File: config.mk
export PLATFORM = sky130hd
export DESIGN_NAME = debuger_sel_arbiter_flat
export DESIGN_NICKNAME = d
export VERILOG_FILES = /design/src/rtl/debuger_sel_arbiter_if.sv /design/src/rtl/debuger_sel_arbiter.sv /design/src/flat_wrapper.sv
export SDC_FILE = /design/constraint.sdc
export NUM_CORES = 1
export LEC_CHECK = 0
export ABC_AREA = 1
export CAP_MARGIN = 20
export CORE_MARGIN = 10
export CORE_UTILIZATION = 38
export CTS_CLUSTER_DIAMETER = 60
export DETAILED_ROUTE_END_ITERATION = 10
export PLACE_DENSITY_LB_ADDON = 0.12
export SLEW_MARGIN = 30
export SYNTH_ARGS = -nofsm -noshare
export SYNTH_HDL_FRONTEND = slang
export SYNTH_SLANG_ARGS = --single-unit
File: constraint.sdc
create_clock -name SYS_CLK -period 1.3 [get_ports SYS_CLK]
set_input_delay 0.13 -clock SYS_CLK [delete_from_list [all_inputs] [get_ports SYS_CLK]]
set_output_delay 0.13 -clock SYS_CLK [all_outputs]
set_load 0.05 [all_outputs]
File: src/rtl/debuger_sel_arbiter_if.sv
// Probe activity / selection bus between the probe connectors and the
// debugger-select arbiter.
//
//   STLINK_ACT   [1:0]  {STLINK_JTCK_RESET, STLINK_JTCK_SWCLK}, asynchronous
//   JLINK_ACT    [1:0]  {JLINK_RESET, JLINK_JTCK_SWCLK}, asynchronous
//   DAPLINK_ACT  [1:0]  {DAPLINK_RESET, DAPLINK_JTCK_SWCLK}, asynchronous
//   DEBUGER_TYPE [1:0]  11 STLINK, 10 JLINK, 01 DAPLINK, 00 none
//   TYPE_VALID          high while a probe holds ownership
//   SWITCH_PULSE        one-cycle strobe when DEBUGER_TYPE changes value
//
// master: the side that drives probe activity and consumes the selection.
// slave : the arbiter.
interface debuger_sel_arbiter_if;
    logic [1:0] STLINK_ACT;
    logic [1:0] JLINK_ACT;
    logic [1:0] DAPLINK_ACT;
    logic [1:0] DEBUGER_TYPE;
    logic       TYPE_VALID;
    logic       SWITCH_PULSE;

    modport master (
        output STLINK_ACT, JLINK_ACT, DAPLINK_ACT,
        input  DEBUGER_TYPE, TYPE_VALID, SWITCH_PULSE
    );

    modport slave (
        input  STLINK_ACT, JLINK_ACT, DAPLINK_ACT,
        output DEBUGER_TYPE, TYPE_VALID, SWITCH_PULSE
    );
endinterface

File: src/rtl/debuger_sel_arbiter.sv
// Probe-activity arbiter feeding the CPLD debugger signal mux.
//
// Synchronises the RESET/SWCLK pair of each probe, qualifies activity by
// counting edges inside a gap window, locks ownership to the first probe
// that qualifies (STLINK > JLINK > DAPLINK on a tie) and releases it after
// the owner has been quiet for IDLE_CYCLES. DEBUGER_TYPE is sticky across
// release so the mux keeps routing the last owner.
//
// Ports:
//   SYS_CLK    block clock
//   SYS_RST_N  asynchronous active-low reset
//   bus        debuger_sel_arbiter_if.slave (probe ACT inputs, selection outputs)
module debuger_sel_arbiter #(
    parameter int CLAIM_EDGES = 4,
    parameter int GAP_CYCLES  = 1024,
    parameter int IDLE_CYCLES = 1000000,
    parameter int CNT_W       = 20
) (
    input  logic                 SYS_CLK,
    input  logic                 SYS_RST_N,
    debuger_sel_arbiter_if.slave bus
);
    localparam int NPROBE = 3;
    localparam int EC_W   = 4;
    localparam logic [EC_W-1:0]  CLAIM_MAX = EC_W'(CLAIM_EDGES);
    localparam logic [CNT_W-1:0] GAP_MAX   = CNT_W'(GAP_CYCLES);
    localparam logic [CNT_W-1:0] IDLE_MAX  = CNT_W'(IDLE_CYCLES);

    typedef enum logic {IDLE, OWN} state_t;

    state_t state, state_n;

    // Probe index 0 = STLINK, 1 = JLINK, 2 = DAPLINK (also priority order).
    logic [2*NPROBE-1:0] act_raw;
    logic [2*NPROBE-1:0] act_p0;
    logic [2*NPROBE-1:0] act_p1;
    logic [2*NPROBE-1:0] prev_p1;
    logic [NPROBE-1:0]   edge_p2;
    logic [1:0]          arm_cnt;

    logic [EC_W-1:0]  edge_cnt   [NPROBE];
    logic [EC_W-1:0]  edge_cnt_n [NPROBE];
    logic [CNT_W-1:0] gap_cnt    [NPROBE];
    logic [CNT_W-1:0] gap_cnt_n  [NPROBE];
    logic [CNT_W-1:0] idle_cnt, idle_cnt_n;
    logic [NPROBE-1:0] claim;
    logic [1:0]        win;
    logic [1:0]        owner, owner_n;
    logic [1:0]        type_q, type_n;
    logic              valid_q, valid_n;
    logic              pulse_q, pulse_n;

    function automatic logic [EC_W-1:0] sat_edge(input logic [EC_W-1:0] c);
        return (c >= CLAIM_MAX) ? CLAIM_MAX : c + EC_W'(1);
    endfunction

    function automatic logic [CNT_W-1:0] sat_cnt(input logic [CNT_W-1:0] c,
                                                 input logic [CNT_W-1:0] lim);
        return (c >= lim) ? lim : c + CNT_W'(1);
    endfunction

    // Probe index to mux code: 0 -> 11, 1 -> 10, 2 -> 01.
    function automatic logic [1:0] type_code(input logic [1:0] p);
        return 2'd3 - p;
    endfunction

    assign act_raw = {bus.STLINK_ACT, bus.JLINK_ACT, bus.DAPLINK_ACT};

    // Stage p0/p1: two-flop synchroniser; prev_p1 holds the last synced pair.
    // Stage p2: registered edge flag, forced low while the arming counter
    // runs so power-up levels never count as activity.
    always_ff @(posedge SYS_CLK or negedge SYS_RST_N) begin
        if (!SYS_RST_N) begin
            act_p0  <= '0;
            act_p1  <= '0;
            prev_p1 <= '0;
            edge_p2 <= '0;
            arm_cnt <= '0;
        end else begin
            act_p0  <= act_raw;
            act_p1  <= act_p0;
            prev_p1 <= act_p1;
            if (arm_cnt != 2'd3) begin
                arm_cnt <= arm_cnt + 2'd1;
                edge_p2 <= '0;
            end else begin
                for (int p = 0; p < NPROBE; p++) begin
                    edge_p2[p] <= |(act_p1[(NPROBE-1-p)*2 +: 2] ^
                                    prev_p1[(NPROBE-1-p)*2 +: 2]);
                end
            end
        end
    end

    // Qualifier and ownership next-state
    always_comb begin
        state_n    = state;
        owner_n    = owner;
        type_n     = type_q;
        valid_n    = valid_q;
        pulse_n    = 1'b0;
        idle_cnt_n = idle_cnt;
        win        = 2'd0;
        for (int p = 0; p < NPROBE; p++) begin
            gap_cnt_n[p]  = edge_p2[p] ? '0 : sat_cnt(gap_cnt[p], GAP_MAX);
            edge_cnt_n[p] = edge_cnt[p];
            claim[p]      = (edge_cnt[p] == CLAIM_MAX);
        end

        case (state)
            IDLE: begin
                idle_cnt_n = '0;
                if (|claim) begin
                    win     = claim[0] ? 2'd0 : (claim[1] ? 2'd1 : 2'd2);
                    state_n = OWN;
                    owner_n = win;
                    type_n  = type_code(win);
                    valid_n = 1'b1;
                    // Re-selecting the sticky type is not a switch.
                    pulse_n = (type_code(win) != type_q);
                    for (int p = 0; p < NPROBE; p++) edge_cnt_n[p] = '0;
                end else begin
                    for (int p = 0; p < NPROBE; p++) begin
                        // An edge landing on the gap timeout starts a new burst.
                        if (edge_p2[p])
                            edge_cnt_n[p] = (gap_cnt[p] == GAP_MAX) ? EC_W'(1)
                                                                    : sat_edge(edge_cnt[p]);
                        else if (gap_cnt[p] == GAP_MAX)
                            edge_cnt_n[p] = '0;
                    end
                end
            end
            OWN: begin
                // Nobody can build up a claim while ownership is locked, so a
                // claim cannot coincide with release either.
                for (int p = 0; p < NPROBE; p++) edge_cnt_n[p] = '0;
                if (edge_p2[owner])
                    idle_cnt_n = '0;
                else if (idle_cnt == IDLE_MAX) begin
                    state_n    = IDLE;
                    valid_n    = 1'b0;
                    idle_cnt_n = '0;
                end else
                    idle_cnt_n = idle_cnt + CNT_W'(1);
            end
        endcase
    end

    always_ff @(posedge SYS_CLK or negedge SYS_RST_N) begin
        if (!SYS_RST_N) begin
            state    <= IDLE;
            owner    <= '0;
            type_q   <= '0;
            valid_q  <= 1'b0;
            pulse_q  <= 1'b0;
            idle_cnt <= '0;
            for (int p = 0; p < NPROBE; p++) begin
                edge_cnt[p] <= '0;
                gap_cnt[p]  <= '0;
            end
        end else begin
            state    <= state_n;
            owner    <= owner_n;
            type_q   <= type_n;
            valid_q  <= valid_n;
            pulse_q  <= pulse_n;
            idle_cnt <= idle_cnt_n;
            for (int p = 0; p < NPROBE; p++) begin
                edge_cnt[p] <= edge_cnt_n[p];
                gap_cnt[p]  <= gap_cnt_n[p];
            end
        end
    end

    assign bus.DEBUGER_TYPE = type_q;
    assign bus.TYPE_VALID   = valid_q;
    assign bus.SWITCH_PULSE = pulse_q;

endmodule

File: src/flat_wrapper.sv
// flat-port wrapper written by rule: the top's interface ports become plain ports
module debuger_sel_arbiter_flat 
#(
    parameter int CLAIM_EDGES = 4,
    parameter int GAP_CYCLES  = 1024,
    parameter int IDLE_CYCLES = 1000000,
    parameter int CNT_W       = 20
)
  (SYS_CLK, SYS_RST_N, bus_STLINK_ACT, bus_JLINK_ACT, bus_DAPLINK_ACT, bus_DEBUGER_TYPE, bus_TYPE_VALID, bus_SWITCH_PULSE);
  debuger_sel_arbiter_if bus_i ();
  input  logic SYS_CLK;
  input  logic SYS_RST_N;
  input wire logic [$bits(bus_i.STLINK_ACT)-1:0] bus_STLINK_ACT;
  input wire logic [$bits(bus_i.JLINK_ACT)-1:0] bus_JLINK_ACT;
  input wire logic [$bits(bus_i.DAPLINK_ACT)-1:0] bus_DAPLINK_ACT;
  output wire logic [$bits(bus_i.DEBUGER_TYPE)-1:0] bus_DEBUGER_TYPE;
  output wire logic [$bits(bus_i.TYPE_VALID)-1:0] bus_TYPE_VALID;
  output wire logic [$bits(bus_i.SWITCH_PULSE)-1:0] bus_SWITCH_PULSE;
  assign bus_i.STLINK_ACT = bus_STLINK_ACT;
  assign bus_i.JLINK_ACT = bus_JLINK_ACT;
  assign bus_i.DAPLINK_ACT = bus_DAPLINK_ACT;
  assign bus_DEBUGER_TYPE = bus_i.DEBUGER_TYPE;
  assign bus_TYPE_VALID = bus_i.TYPE_VALID;
  assign bus_SWITCH_PULSE = bus_i.SWITCH_PULSE;
  debuger_sel_arbiter #(.CLAIM_EDGES(CLAIM_EDGES), .GAP_CYCLES(GAP_CYCLES), .IDLE_CYCLES(IDLE_CYCLES), .CNT_W(CNT_W)) u_core (.SYS_CLK(SYS_CLK), .SYS_RST_N(SYS_RST_N), .bus(bus_i));
endmodule
== Yosys cells after proc, flatten, opt, wreduce, memory -nomap -nowiden ==
Index checks and enable logic that the tools add are counted.
Operators by class
  add/sub/neg operators: 9
  magnitude comparators: 7
  equality and inequality tests: 15
  muxes and demuxes: 38
  bitwise operators: 4
  reduce and logical (&&, ||, !) cells: 6
Operators by type and width (number)
  20-bit 2-to-1 mux: 8
  20-bit by 1-bit adder with 20-bit output (second input constant): 4
  20-bit by 11-bit == test with 1-bit output (second input constant): 3
  20-bit by 11-bit greater-or-equal comparator with 1-bit output (second input constant): 3
  4-bit 2-to-1 mux: 12
  20-bit one-hot mux with 2 select lines: 1
  12-bit one-hot mux with 2 select lines: 1
  20-bit == test (second input constant): 1
  4-bit by 1-bit adder with 4-bit output (second input constant): 3
  4-bit by 3-bit == test with 1-bit output (second input constant): 3
  4-bit by 3-bit greater-or-equal comparator with 1-bit output (second input constant): 3
  12-bit 2-to-1 mux: 1
  4-bit by 1-bit inequality test with 1-bit output (second input constant): 3
  1-bit 2-to-1 mux: 9
  2-bit inequality test (second input constant): 3
  2-bit OR reduction: 3
  2-bit bitwise XOR: 3
  2-bit 2-to-1 mux: 2
  1-bit one-hot mux with 2 select lines: 2
  2-bit by 3-bit less-than comparator with 1-bit output (second input constant): 1
  3-bit 2-to-1 mux: 1
  3-bit AND reduction: 1
  3-bit OR reduction: 1
  2-bit by 1-bit adder with 2-bit output (second input constant): 1
  other kinds (6): 6
Word-level totals
  register bits after elaboration: 122
  output and inout bits: 4
  word-level logic and storage cells: 96

== Depth between registers and ports, before layout ==
  depth in word-level cells: 7
  depth in mapped cells: 10
  gate-level depth less buffers: 9

== Worst setup path after synthesis ==
OpenSTA, ideal clock, no wires.
  kind: flip-flop to flip-flop
  from: reg u_core.idle_cnt[0]
  to: reg u_core.idle_cnt[11]
  setup time: 124 ps
  arrival time: 1329 ps
  slack: -154 ps
  stages on the path, launching flop included: 11
  path buffers: 1
  clock period less this slack: 1454 ps
  cells stage by stage: dfrtp_1 inv_1 ha_1 nand2_1 nor2_1 nand3_2 nor2_4 nor2_4 inv_4 buf_12 nor2_4
On the way
  longest elaborated chain between the ends: 4
  elaborated cells on any way between the ends: 5
  classes of those cells: add/sub (1); eq/ne (1); mux (3)
RTL lines
  from (decl): RTL line debuger_sel_arbiter.sv:45  | logic [CNT_W-1:0] idle_cnt, idle_cnt_n;
  from (signal assigned): RTL line debuger_sel_arbiter.sv:167  | idle_cnt <= idle_cnt_n;
  20-bit by 1-bit adder with 20-bit output or 20-bit == test (tied branches): RTL line debuger_sel_arbiter.sv:144, debuger_sel_arbiter.sv:139
  20-bit 2-to-1 mux *: RTL line debuger_sel_arbiter.sv:139  | else if (idle_cnt == IDLE_MAX) begin
  20-bit 2-to-1 mux *: RTL line debuger_sel_arbiter.sv:137  | if (edge_p2[owner])
  20-bit one-hot mux with 2 select lines *: RTL line debuger_sel_arbiter.sv:110  | case (state)
  named net u_core.idle_cnt_n[11]: RTL line debuger_sel_arbiter.sv:45
The timed path passes the listed nets; every way through them passes the cells marked *.
A chain may end at the register's enable or synchronous reset.

== Worst setup path in the final report ==
  from: reg u_core.idle_cnt[0]
  to: reg u_core.idle_cnt[4]
The elaborated chain is that of the path after synthesis.

==> results.json <==
{
  "die_area_um2": 19700,
  "max_freq_ghz": 0.684,
  "crit_required_ns": 1.60,
  "dieWidth_um": 140,
  "cts.sinks": 122,
  "crit_path_cell_trace": "inv_2, ha_4, nand2_2, nor2_2, nand3_2, nor2_4, nor2_4, clkinv_4, buf_12, nor2_4",
  "antenna_found_initial": 0,
  "drv_cap": 0,
  "cp.arrival_ns": 1.76,
  "drtPass1Iterations": 4,
  "ys_seq_area_frac": 0.554,
  "rsz0062_at_grt": "yes",
  "use_met2": 0.177,
  "hold_viol": 0,
  "ys_types": 32,
  "failed_checks": "setup timing",
  "path_max_fanout": 6,
  "core_area_um2": 14000,
  "num_rows": 43,
  "cp_top_family": "simple AND/OR/NAND/NOR gates",
  "p_per_area_nw_per_um2": 1550,
  "clk_path_buf_depth": 2,
  "start_util": 0.392,
  "syn_area_per_cell_um2": 9.24,
  "cp-start-kind": "register",
  "final_area_um2": 7890,
  "grt_pass1_wl_um": 18600,
  "ys_ff_latch": 122,
  "gr-usage-met1": 0.143,
  "root_buffer": "clkbuf_16",
  "grt.total_usage": 0.115,
  "setup_viol": 33,
  "synthCells": 596,
  "fin_crit_sh": 1.12,
  "cts_buffers": 17,
  "layout.nets": 758,
  "drive_gt1_frac": 0.342,
  "cts.clk_slew.worst_paths_ns": 0.06,
  "wl_per_cell_um": 12.1,
  "vias_per_cell": 4.52,
  "cts_max_level": 4,
  "diodes": 0,
  "startpoint": "u_core.idle_cnt[0]$_DFF_PN0_",
  "final_common_cell": "dfrtp_1",
  "post-route-min-period_ns": 1.46,
  "fillCellCount": 1247,
  "total_power_mw": 12.2,
  "vias": 4195,
  "worstSetupPathType": "register to register",
  "hpwlAfterDp_um": 7220,
  "grt_overflow": 0,
  "clock_latency_ns": 0.41,
  "totalWireLength_um": 11200,
  "cp_slowest_cell": "dfrtp_1",
  "synthToLayoutAreaGrowth_pct": 43.3,
  "grt_pass1_vias": 4017,
  "drt_iter0_drc": 197,
  "syn-cell-area_um2": 5510,
  "grt_max_degree": 60,
  "vdd_drop_max_mv": 1.30,
  "end_kind": "register",
  "cpPeakStageDelay_ns": 0.41,
  "use_met3": 0.0412,
  "drc": 0,
  "yosys_warnings": 0,
  "dpl_cell_area_um2": 6440,
  "grt_busiest_layer": "met2",
  "min_path_type": "input pin to asynchronous set/reset pin",
  "clock_skew_ns": 0.00712,
  "layout_common_cells": "119 x dfrtp_1, 96 x nand2_1, 83 x nor2_1",
  "io-pin-count": 12,
  "run_status": "complete, but fails checks",
  "setup_slack_ns": -0.162,
  "portBuffers": 11,
  "cpMostUsedCell": "nor2_4",
  "slew_violations": 0,
  "die_y_um": 140,
  "r2r_start": "u_core.idle_cnt[0]$_DFF_PN0_",
  "p_leak_nw": 3.50,
  "worstPathBufferInverterCount": 3,
  "drtAntennaViolNets": 0,
  "tritoncts": "built",
  "routabilityCongestion": 0.813
}
## per-layer routing
| layer | part of all wire | up-vias |
|---|---|---|
| li1 | - | 2130 |
| met1 | 0.47 | 1999 |
| met2 | 0.49 | 53 |
| met3 | 0.031 | 13 |
| met4 | 0.012 | 0 |
| met5 | 0 | - |
## logic make-up after synthesis
group,Yosys count,synth area share
AOI/OAI and AO/OA,20,0.0191
xor gates and xnor gates,30,0.0477
adders and majority gates,15,0.0341
buffers and inverters,82,0.0613
DFF,122,0.554
other,1,0.000681
and+or+nand+nor,326,0.283
## path summary, 6_finish.rpt
| path | end | slack [ns] | cells past startpoint |
|---|---|---|---|
| max | u_core.idle_cnt[4]$_DFF_PN0_ | -0.16 | 10 |
| min | u_core.gap_cnt[4]$_DFF_PN0_ | 0.15 | 2 |
| max reg2reg | u_core.idle_cnt[4]$_DFF_PN0_ | -0.16 | 10 |
| min reg2reg | u_core.act_p1[3]$_DFF_PN0_ | 0.35 | 0 |
| max in group asynchronous | u_core.gap_cnt[55]$_DFF_PN0_ | 0.56 | 3 |
| min in group SYS_CLK | u_core.act_p0[5]$_DFF_PN0_ | 0.15 | 1 |
## cell type report
| cell class | instances | area [µm²] | area share |
|---|---|---|---|
| Clock buffer | 17 | 425 | 0.0539 |
| Clock inverter | 15 | 223 | 0.0282 |
| Inverter | 79 | 307 | 0.0388 |
| Multi-Input combinational cell | 419 | 2750 | 0.348 |
| Sequential cell | 122 | 3060 | 0.387 |
| Tap cell | 180 | 225 | 0.0285 |
| Timing Repair Buffer | 96 | 910 | 0.115 |
## state kept, by name, summed over array words and instances (netlist names)
signal / flops
u_core.edge_cnt: 12
u_core.state: 1
u_core.prev_p1: 6
u_core.bus.SWITCH_PULSE: 1
u_core.idle_cnt: 20
u_core.edge_p2: 3
u_core.act_p1: 6
u_core.bus.DEBUGER_TYPE: 2
u_core.bus.TYPE_VALID: 1
u_core.owner: 2
u_core.gap_cnt: 60
u_core.arm_cnt: 2
u_core.act_p0: 6
## cells in the mapped netlist, drive strengths merged
| master | n | area share |
|---|---|---|
| and2 | 2 | 0.0023 |
| nand4 | 22 | 0.027 |
| nor3 | 13 | 0.014 |
| a21oi | 13 | 0.012 |
| ha | 15 | 0.034 |
| nor2 | 125 | 0.11 |
| inv | 79 | 0.054 |
| or2 | 4 | 0.0045 |
| o21ai | 5 | 0.0045 |
| buf | 3 | 0.0070 |
| nand3b | 3 | 0.0041 |
| nand3 | 38 | 0.039 |
| nor3b | 5 | 0.0077 |
| nand2 | 114 | 0.079 |
| xor2 | 17 | 0.027 |
| dfrtp | 122 | 0.55 |
| o21bai | 2 | 0.0027 |
| xnor2 | 13 | 0.021 |
| conb | 1 | 0.00068 |
## worst reg2reg max path: cells and delay by family (launching register included)
family | cells | cell delay, ns
DFF | 1 | 0.41
adders and majority gates | 1 | 0.13
buffers and inverters | 3 | 0.32
and+or+nand+nor | 6 | 0.49
## through the flow
step                      TNS [ns]  utilization  hold WS, ns  cells  setup slack [ns]
after floorplan              -1.35            -       -0.166    622            -0.136
after detailed placement     -3.49        0.459       0.0388    869            -0.163
after global routing         -7.88        0.562        0.131    928            -0.268
final                        -2.93        0.562        0.153    928            -0.162
after CTS                    -3.73        0.522        0.133    913            -0.179
after global placement       -2.70        0.459       0.0368    869            -0.148
## power by group
group          internal [mW]  switching [mW]
Combinational           1.32            1.39
Sequential              4.09           0.252
Clock                   3.40            1.75
Total                   8.82            3.39
## timing repair
| item | CTS | global route |
|---|---|---|
| pin swaps | 7 | 44 |
| resized for setup | 29 | 122 |
| cloned | 1 | 3 |
| endpoints found under the hold margin | 122 | 0 |
| setup endpoints to repair | 46 | 63 |
| buffers inserted | 10 | 15 |
| hold buffers | 1 | 0 |
No activity file was read; power rests on OpenSTA's default activity.
